### src/rtl/tc_timer.sv
// tc_timer: memory-mapped count-down timer (CTRL/PRESET/COUNT), optional TC_PRESCALE_EN adds PRESCALE at offset 3.
// Reads are combinational, writes land on the clock edge; the bus is never stalled.
module tc_timer #(
    parameter logic [31:0] BASE_ADDR = 32'h0000_7F00,
    parameter int          CNT_W     = 32
) (
    input  logic        clk,
    input  logic        reset,
    input  logic [31:0] addr,
    input  logic        we,
    input  logic [3:0]  byteen,
    input  logic [31:0] wdata,
    output logic [31:0] rdata,
    output logic        hit,
    output logic        irq
);

    localparam logic [1:0] S_IDLE = 2'd0;
    localparam logic [1:0] S_LOAD = 2'd1;
    localparam logic [1:0] S_CNT  = 2'd2;
    localparam logic [1:0] S_INT  = 2'd3;

    localparam logic [1:0] OFF_CTRL   = 2'd0;
    localparam logic [1:0] OFF_PRESET = 2'd1;
    localparam logic [1:0] OFF_COUNT  = 2'd2;
    localparam logic [1:0] OFF_RSVD   = 2'd3;

    logic [1:0]       state;
    logic [1:0]       state_nxt;
    logic             ctrl_en;
    logic [1:0]       ctrl_mode;
    logic             ctrl_im;
    logic [CNT_W-1:0] preset;
    logic [CNT_W-1:0] count;
    logic             irq_flag;

    logic [1:0]  offset;
    logic        wr_ctrl;
    logic        wr_preset;
    logic [31:0] wmask;
    logic [31:0] preset_ext;
    logic [31:0] count_ext;
    logic [31:0] preset_merged;
    logic        reload_mode;
    logic        cnt_done;
    logic        tick;
    logic        expire;
    logic        unused_addr_bits;

    assign offset           = addr[3:2];
    assign hit              = (addr[31:4] == BASE_ADDR[31:4]);
    assign wr_ctrl          = hit && we && (offset == OFF_CTRL);
    assign wr_preset        = hit && we && (offset == OFF_PRESET);
    assign unused_addr_bits = ^addr[1:0];

    always_comb begin
        for (int i = 0; i < 4; i++) begin
            wmask[8*i +: 8] = {8{byteen[i]}};
        end
    end

    always_comb begin
        preset_ext              = '0;
        preset_ext[CNT_W-1:0]   = preset;
        count_ext               = '0;
        count_ext[CNT_W-1:0]    = count;
    end

    assign preset_merged = (preset_ext & ~wmask) | (wdata & wmask);

    // Modes 1x behave as one-shot; only 01 reloads.
    assign reload_mode = (ctrl_mode == 2'b01);
    assign cnt_done    = (count[CNT_W-1:1] == '0);

`ifdef TC_PRESCALE_EN
    logic [7:0] prescale;
    logic [7:0] pcnt;
    logic       wr_prescale;

    assign wr_prescale = hit && we && (offset == OFF_RSVD);
    assign tick        = (pcnt == 8'd0);

    always_ff @(posedge clk or negedge reset) begin
        if (!reset) begin
            prescale <= 8'd0;
            pcnt     <= 8'd0;
        end else begin
            if (wr_prescale && byteen[0]) begin
                prescale <= wdata[7:0];
            end
            // A PRESCALE write restarts the divider with the value just written.
            if (wr_prescale) begin
                pcnt <= byteen[0] ? wdata[7:0] : prescale;
            end else if (state == S_LOAD) begin
                pcnt <= prescale;
            end else if (state == S_CNT && ctrl_en) begin
                pcnt <= tick ? prescale : pcnt - 8'd1;
            end
        end
    end
`else
    assign tick = 1'b1;
`endif

    assign expire = (state == S_CNT) && ctrl_en && tick && cnt_done;

    always_comb begin
        state_nxt = state;
        case (state)
            S_IDLE: if (ctrl_en) state_nxt = S_LOAD;
            S_LOAD: state_nxt = S_CNT;
            S_CNT: begin
                if (!ctrl_en) begin
                    state_nxt = S_IDLE;
                end else if (tick && cnt_done) begin
                    state_nxt = S_INT;
                end
            end
            S_INT:   state_nxt = reload_mode ? S_LOAD : S_IDLE;
            default: state_nxt = S_IDLE;
        endcase
    end

    always_ff @(posedge clk or negedge reset) begin
        if (!reset) begin
            state <= S_IDLE;
        end else begin
            state <= state_nxt;
        end
    end

    // A CPU write to CTRL always overrides the one-shot auto-clear of EN.
    always_ff @(posedge clk or negedge reset) begin
        if (!reset) begin
            ctrl_en   <= 1'b0;
            ctrl_mode <= 2'b00;
            ctrl_im   <= 1'b0;
        end else if (wr_ctrl) begin
            if (byteen[0]) begin
                ctrl_en   <= wdata[0];
                ctrl_mode <= wdata[2:1];
                ctrl_im   <= wdata[3];
            end
        end else if (state == S_INT && !reload_mode) begin
            ctrl_en <= 1'b0;
        end
    end

    always_ff @(posedge clk or negedge reset) begin
        if (!reset) begin
            preset <= '0;
        end else if (wr_preset) begin
            preset <= preset_merged[CNT_W-1:0];
        end
    end

    always_ff @(posedge clk or negedge reset) begin
        if (!reset) begin
            count <= '0;
        end else if (state == S_LOAD) begin
            count <= preset;
        end else if (state == S_CNT && ctrl_en && tick) begin
            count <= cnt_done ? '0 : count - 1'b1;
        end
    end

    // The flag rises on the edge that enters INT so irq lines up with COUNT reaching 0.
    always_ff @(posedge clk or negedge reset) begin
        if (!reset) begin
            irq_flag <= 1'b0;
        end else if (wr_ctrl) begin
            irq_flag <= 1'b0;
        end else if (expire) begin
            irq_flag <= 1'b1;
        end else if (state == S_INT && reload_mode) begin
            irq_flag <= 1'b0;
        end
    end

    assign irq = irq_flag & ctrl_im;

    always_comb begin
        rdata = '0;
        if (hit) begin
            case (offset)
                OFF_CTRL:   rdata[3:0] = {ctrl_im, ctrl_mode, ctrl_en};
                OFF_PRESET: rdata      = preset_ext;
                OFF_COUNT:  rdata      = count_ext;
`ifdef TC_PRESCALE_EN
                OFF_RSVD:   rdata[7:0] = prescale;
`endif
                default:    rdata      = '0;
            endcase
        end
    end

endmodule

### config.mk
export PLATFORM = sky130hd
export DESIGN_NAME = tc_timer
export DESIGN_NICKNAME = d
export VERILOG_FILES = /design/src/rtl/tc_timer.sv
export SDC_FILE = /design/constraint.sdc
export NUM_CORES = 1
export LEC_CHECK = 0
export ABC_AREA = 1
export BUFFER_PORTS_ARGS = -buffer_cell sky130_fd_sc_hd__buf_4
export CORE_UTILIZATION = 55
export CTS_CLUSTER_DIAMETER = 80
export DETAILED_ROUTE_END_ITERATION = 6
export GPL_ROUTABILITY_DRIVEN = 1
export PLACE_DENSITY_LB_ADDON = 0.3
export SKIP_LAST_GASP = 1
export SLEW_MARGIN = 25
export SYNTH_ARGS = -nofsm -noshare
export SYNTH_HDL_FRONTEND = slang
export SYNTH_SLANG_ARGS = --single-unit
### constraint.sdc
create_clock -name clk -period 3.7 [get_ports clk]
set_input_delay 0 -clock clk [delete_from_list [all_inputs] [get_ports clk]]
set_output_delay 0 -clock clk [all_outputs]
set_load 0.1 [all_outputs]
==> results of run 1 <==
-- layout make-up --
cell class | instances | area, µm²
clock inverters | 3 | 42.54
clock buffers | 13 | 148.9
fillers | 647 | 2207
multi-input cells | 518 | 2567
flip-flops and latches | 71 | 1777
inverters | 79 | 296.5
repair buffers | 139 | 1129
well taps | 105 | 131.4
-- worst max path at each step --
stage               cells past startpoint                   end  slack [ps]            startpoint
global placement                        8  count[9]$_DFFE_PN0P_        1600  state[1]$_DFFE_PN0P_
finish                                  8  count[9]$_DFFE_PN0P_        1390  state[1]$_DFFE_PN0P_
CTS                                     8  count[9]$_DFFE_PN0P_        1450  state[1]$_DFFE_PN0P_
floorplan                               7              rdata[2]         650              addr[31]
global route                            8  count[9]$_DFFE_PN0P_        1220  state[1]$_DFFE_PN0P_
detailed placement                      8  count[9]$_DFFE_PN0P_        1550  state[1]$_DFFE_PN0P_
-- metrics by stage --
stage | utilization | worst slack (ps) | hold slack [ps] | cell area (µm²) | power (W)
after floorplan | - | 650.0 | -295.6 | 4758 | 0.0008254
after global placement | 0.6697 | 1596 | 177.8 | 5558 | 0.0009025
after detailed placement | 0.6697 | 1552 | 194.1 | 5558 | 0.0009063
after CTS | 0.7338 | 1451 | 56.40 | 6090 | 0.001544
after global routing | 0.7341 | 1223 | 90.72 | 6092 | 0.001595
final | 0.7341 | 1391 | 63.90 | 6092 | 0.001544
-- cell families after synthesis --
group / share of synthesized area
xor+xnor: 0.02945
buf+inv: 0.08756
simple gates: 0.3608
flops: 0.3734
fa+ha+maj: 0.01315
compound gates: 0.1357
-- power breakdown --
group	switching (W)	internal (W)	total, W	leakage, nW
Sequential	0.0000000000732	0.000775	0.000775	0.993
Clock	0.000292	0.000330	0.000622	0.0936
Combinational	0.0000678	0.0000779	0.000146	2.08
Total	0.000360	0.00118	0.00154	3.17
-- Yosys cell counts, types with 3 or more instances --
master / n
a21oi_1: 30
buf_2: 6
buf_6: 4
clkbuf_1: 11
dfrtp_1: 71
ha_1: 5
inv_1: 78
nand2_1: 230
nand2_2: 10
nand3_1: 47
nand4_1: 10
nand4_4: 4
nor2_1: 86
nor2_2: 3
nor3_1: 3
o21ai_0: 28
o21ai_2: 32
o21bai_1: 8
xnor2_1: 6
xor2_1: 10
-- placed cells by master (no fill, tap or decap), drive strengths merged --
master       instances
nand2              241
buf                105
nor2                90
inv                 79
dfrtp               71
o21ai               60
nand3               47
dlygate4sd3         34
a21oi               30
nand4               15
clkbuf              13
xor2                10
o21bai               8
xnor2                6
ha                   5
nor3                 3
o211ai               1
a211oi               1
nor3b                1
clkinvlp             1
bufinv               1
clkinv               1
-- metal layers --
layer | up-vias | part of all wire | routed length, µm | track usage
li1 | 2433 | - | - | -
met1 | 2276 | 0.46 | 6026 | 0.4096
met2 | 158 | 0.48 | 6310 | 0.5198
met3 | 16 | 0.046 | 599 | 0.03987
met4 | 0 | 0.013 | 171 | 0.09596
met5 | - | 0 | 0 | 0
-- critical path, delay by kind of cell, from the launching register on --
family                 cells  cell delay, ps
AND/OR/NAND/NOR            4            1100
buffers and inverters      2             450
flip-flops                 1             410
XOR/XNOR                   1             180
AO/OA/AOI/OAI              1             110
-- timing repair --
item | in CTS | in global routing
gates resized for setup | 0 | 0
hold endpoints to repair | 107 | 0
hold buffers | 34 | 0
==> results.md, run 1 <==
- Status: finished clean
- First-pass GRT wire length: 21,440 µm
- Syn Nets: 766
- RSZ-0062 raised after global routing: false
- Layout area overhead: 28.03%
- Post-synth top area cell: dfrtp_1
- Seq/Total Area, Yosys: 0.3734
- Vias in the first global route: 4,633
- Non-filler instance count after layout: 928
- Total negative slack: 0 ps
- Pre-Repair DR Iteration Count: 5
- CTS clock-pin slew for the worst setup and hold paths: 80 ps
- Slew @ Worst Pin: 942.4 ps
- Initial core utilization: 0.5733
- Top cell type's share of synthesized area: 0.3734
- Largest net degree at the start of global routing: 72
- Clk buf depth: 2
- Post-synthesis register bit count: 71
- Final period util: 0.6240
- CTS Root Buffer Type: clkbuf_8
- Most frequent CP cell: nand2_1
- H-tree depth: 3
- Via count: 4,883
- CP Cell Sequence: inv_1 -> nand2_1 -> nand2_1 -> inv_2 -> nor2_1 -> xor2_1 -> o21ai_0 -> nand2_1
- Routed length per instance: 14.13 µm
- Synth Flop Type: dfrtp_1
- Asr flop ratio synth: 1.000
- Crit. End Element: register
- Leakage Power: 3.169 nW
- Worst R2R Path Depth: 8
- Min Tclk post-route: 2309 ps
- Gr ovfl total: 0
- Layout Skew: 10.85 ps
- EDFF count, synth: 0
- Post-Syn Instances: 690
- Startpoint Class: register
- Total GRT Usage: 0.3076
- Reg2reg start: state[1]$_DFFE_PN0P_
- Rows: 33
- Max VDD drop: 0.0001611 V
- GPL Wtd Cong: 0.9720
- Fmax: 433.1 MHz
- Num CTS Buffers: 9
- Crit path largest cell delay: 640 ps
- Reg2reg setup slack: 1390 ps
- Critical-path maximum fanout: 22
- Initial antenna violation count: 0
- Worst EP arrival: 2600 ps
- Worst skew pair latency: 350 ps
- Average size of a mapped cell: 6.896 µm²
- CTS tree: yes
- Layout cell share with drive strength beyond 1: 0.2090
- Via density: 5.262
- Tightest Hold Check Type: input port to register
- Post-Synthesis Cell Area: 0.004758 mm²
- Placed cells: 878
- CTS Sinks: 71
- Residual DRC count: 0
- # diodes: 0
- Max_slew headroom: 0.3717
- Final hold viol count: 0
- I/O Buffers: 102
- Die Ht: 95.02 µm
- Post-CTS setup buffers: 0
- Antenna viol nets, final: 0
- Synth unique cells: 28
- Top cells by area, synth: dfrtp_1, nand2_1, nor2_1, inv_1, o21ai_2
- I/O pin cnt: 105
- DRT Wirelength: 13,110 µm
- Slowest-stage cell, CP: nand2_1
- Die area: 0.009028 mm²
- Core Area: 0.008299 mm²
- Total number of yosys warnings: 0
- PwrDens: 253.4 mW/mm²
- Hold endpoint: irq_flag$_DFFE_PN0P_
- Max_cap viols: 0
- Hpwl dp: 8986 µm
- Hold path cells: 4
- Critical path class: register to register
- Final setup violation count: 0
- Hold Crit Start: we
- Final Max Tran Viols: 0
- Worst EP required: 3990 ps
- Die W: 95.02 µm
- R2R Path End: count[9]$_DFFE_PN0P_
- Drt first-iter violations: 284
- Fin nets: 894
(Power assumes the default switching activity.)
==> inputs of run 2 (changes only) <==
clock period = 2.3 ns   (was 3.7 ns; I/O delays follow)
==> run 2 against run 1 <==
Compared with the run above: clock power rose by 61%; clock skew rose by 6.5 ps; via count rose by 0.33%; worst setup slack got worse by 1100 ps; flip-flop and latch count did not move; die area did not move; total power rose by 61%.
==> results.md, run 2 (same netlist as run 1, synthesis figures left out) <==
- Die W: 95.02 µm (unchanged)
- Critical-path maximum fanout: 6 (was 22)
- Routed length per instance: 14.30 µm (was 14.13 µm)
- Worst EP required: 2520 ps (was 3990 ps)
- I/O pin cnt: 105 (unchanged)
- Num CTS Buffers: 9 (unchanged)
- Post-CTS setup buffers: 0 (unchanged)
- Worst skew pair latency: 350 ps (about the same)
- Pre-Repair DR Iteration Count: 5 (unchanged)
- Min Tclk post-route: 2003 ps (was 2309 ps)
- Fmax: 499.2 MHz (was 433.1 MHz)
- PwrDens: 405.9 mW/mm² (was 253.4 mW/mm²)
- CTS Sinks: 71 (unchanged)
- I/O Buffers: 102 (unchanged)
- Core Area: 0.008299 mm² (unchanged)
- Worst slack at placement: 356.6 ps (was 1552 ps)
- Hpwl dp: 9313 µm (was 8986 µm)
- Setup ws final: 296.8 ps (was 1391 ps)
- Most frequent cells in the layout: nand2_1, buf_4, nor2_1 (unchanged)
- CTS Root Buffer Type: clkbuf_8 (unchanged)
- Vias in the first global route: 4,742 (was 4,633)
- Flop pwr share: 0.502 (about the same)
- Logic pwr share: 0.094 (about the same)
- DRT Wirelength: 13,310 µm (was 13,110 µm)
- Slowest-stage cell, CP: dfrtp_1 (was nand2_1)
- CP Cell Sequence: inv_1 -> ha_1 -> nand2_1 -> nor2_1 -> nand4_1 -> nor2_1 -> nand2_1 -> nand3_1 -> nand3_1 (was inv_1 -> nand2_1 -> nand2_1 -> inv_2 -> nor2_1 -> xor2_1 -> o21ai_0 -> nand2_1)
- Max_slew headroom: 0.3847 (was 0.3717)
- Largest net degree at the start of global routing: 72 (unchanged)
- CTS tree: yes (unchanged)
- Final hold viol count: 0 (unchanged)
- # diodes: 0 (unchanged)
- Leakage Power: 3.193 nW (was 3.169 nW)
- Design area: 0.006116 mm² (was 0.006092 mm²)
- Commonest non-fill, non-tap cell in the layout: nand2_1 (unchanged)
- Tightest Hold Check Type: input port to register (unchanged)
- Post-DP Area: 0.005585 mm² (was 0.005558 mm²)
- Status: finished clean (unchanged)
- Max VDD drop: 0.0002661 V (was 0.0001611 V)
- Crit. End Element: register (unchanged)
- Fin nets: 897 (was 894)
- First-pass GRT wire length: 21,890 µm (was 21,440 µm)
- RSZ-0062 raised after global routing: false (unchanged)
- Worst setup path startpoint: count[0]$_DFFE_PN0P_ (was state[1]$_DFFE_PN0P_)
- Via density: 5.262 (about the same)
- Crit path largest cell delay: 410 ps (was 640 ps)
- R2R Path End: count[22]$_DFFE_PN0P_ (was count[9]$_DFFE_PN0P_)
- Max_cap viols: 0 (unchanged)
- Critical path class: register to register (unchanged)
- Hold slack final: 70.77 ps (was 63.90 ps)
- Layout area overhead: 28.53% (was 28.03%)
- H-tree depth: 3 (unchanged)
- Clk buf depth: 2 (unchanged)
- Reg2reg setup slack: 300 ps (was 1390 ps)
- Die Ht: 95.02 µm (unchanged)
- Hold path cells: 4 (unchanged)
- Residual DRC count: 0 (unchanged)
- Reg2reg start: count[0]$_DFFE_PN0P_ (was state[1]$_DFFE_PN0P_)
- Die area: 0.009028 mm² (unchanged)
- CTS clock-pin slew for the worst setup and hold paths: 70 ps (was 80 ps)
- Hold endpoint: irq_flag$_DFFE_PN0P_ (unchanged)
- Layout cell share with drive strength beyond 1: 0.2131 (was 0.2090)
- Drt first-iter violations: 262 (was 284)
- Gr ovfl total: 0 (unchanged)
- Final Max Tran Viols: 0 (unchanged)
- Slew @ Worst Pin: 922.9 ps (was 942.4 ps)
- Worst R2R Path Depth: 9 (was 8)
- Hold Crit Start: we (unchanged)
- Worst EP arrival: 2220 ps (was 2600 ps)
- Via count: 4,899 (was 4,883)
- Switch Pwr: 0.0005824 W (was 0.0003602 W)
- Startpoint Class: register (unchanged)
- Total GRT Usage: 0.3146 (was 0.3076)
- Rows: 33 (unchanged)
- GPL Wtd Cong: 0.9619 (was 0.9720)
- Initial core utilization: 0.5733 (unchanged)
- Clock power frac: 0.403 (about the same)
- Fillers: 661 (was 647)
- Switch share: 0.2346 (was 0.2334)
- Layout Skew: 17.39 ps (was 10.85 ps)
- Final period util: 0.8709 (was 0.6240)
- Antenna viol nets, final: 0 (unchanged)
- Initial antenna violation count: 0 (unchanged)
- Final setup violation count: 0 (unchanged)
- Internal power: 0.001900 W (was 0.001183 W)
==> run 2: changes by cell type in the layout (fill, tap and decap cells not counted), sizes merged <==
cell | previous run | this run
buf | 105 | 108
clkinvlp | 1 | 0
clkinv | 1 | 3
clkbuf | 13 | 12
==> run 2: worst max-delay path by stage <==
| stage | endpoint | slack [ps] | cells past startpoint |
|---|---|---|---|
| 4_1_cts | count[22]$_DFFE_PN0P_ | 340 | 9 |
| 2_1_floorplan | rdata[10] | -340 | 8 |
| 6_report | count[22]$_DFFE_PN0P_ | 300 | 9 |
| 3_3_place_gp | count[30]$_DFFE_PN0P_ | 450 | 9 |
| 3_5_place_dp | count[20]$_DFFE_PN0P_ | 360 | 9 |
| 5_1_grt | count[24]$_DFFE_PN0P_ | 90 | 9 |
==> run 2: layer usage <==
metal | wire (µm) | up-vias | share of wire | track usage
met5 | 0 | - | 0 | 0
met4 | 257 | 0 | 0.019 | 0.1174
met3 | 798 | 25 | 0.060 | 0.04545
met2 | 6417 | 183 | 0.48 | 0.5306
met1 | 5836 | 2257 | 0.44 | 0.4094
li1 | - | 2434 | - | -
==> run 2: per-stage QoR <==
step / utilization / total power [W] / setup TNS (ps) / std cells
after floorplan: - / 0.001328 / -8167 / 690
after global placement: 0.6730 / 0.001453 / 0 / 881
after detailed placement: 0.6730 / 0.001459 / 0 / 881
after CTS: 0.7369 / 0.002492 / 0 / 931
after global routing: 0.7369 / 0.002562 / 0 / 931
final: 0.7369 / 0.002483 / 0 / 931
==> run 2: area by class of cell <==
cell class	count	area, µm²	share of cell area
Timing Repair Buffer	142	1151	0.1882
Multi-Input combinational cell	518	2570	0.4202
Sequential cell	71	1777	0.2905
Tap cell	105	131.4	0.02148
Inverter	79	296.5	0.04849
Clock inverter	4	45.04	0.007365
Clock buffer	12	145.1	0.02373
==> run 2: critical path: cells and delay by family (launching register included) <==
| kind | cells | cell delay [ps] |
|---|---|---|
| AND/OR/NAND/NOR | 7 | 1120 |
| flip-flops | 1 | 410 |
| adder cells (fa/ha/maj) | 1 | 220 |
| buffers and inverters | 1 | 130 |
==> run 2: repair_timing <==
item                                   CTS  global route
endpoints found under the hold margin  107             0
hold buffers                            34             0
resized for setup                        0             0
setup endpoints to repair                0             0
==> run 2: power by group through the flow <==
stage	combinational, W	sequential (W)	clock [W]
after floorplan	0.0000557	0.00127	0
after global placement	0.000181	0.00127	0
final	0.000234	0.00125	0.00100
after detailed placement	0.000187	0.00127	0
after global routing	0.000256	0.00125	0.00106
after CTS	0.000234	0.00125	0.00101
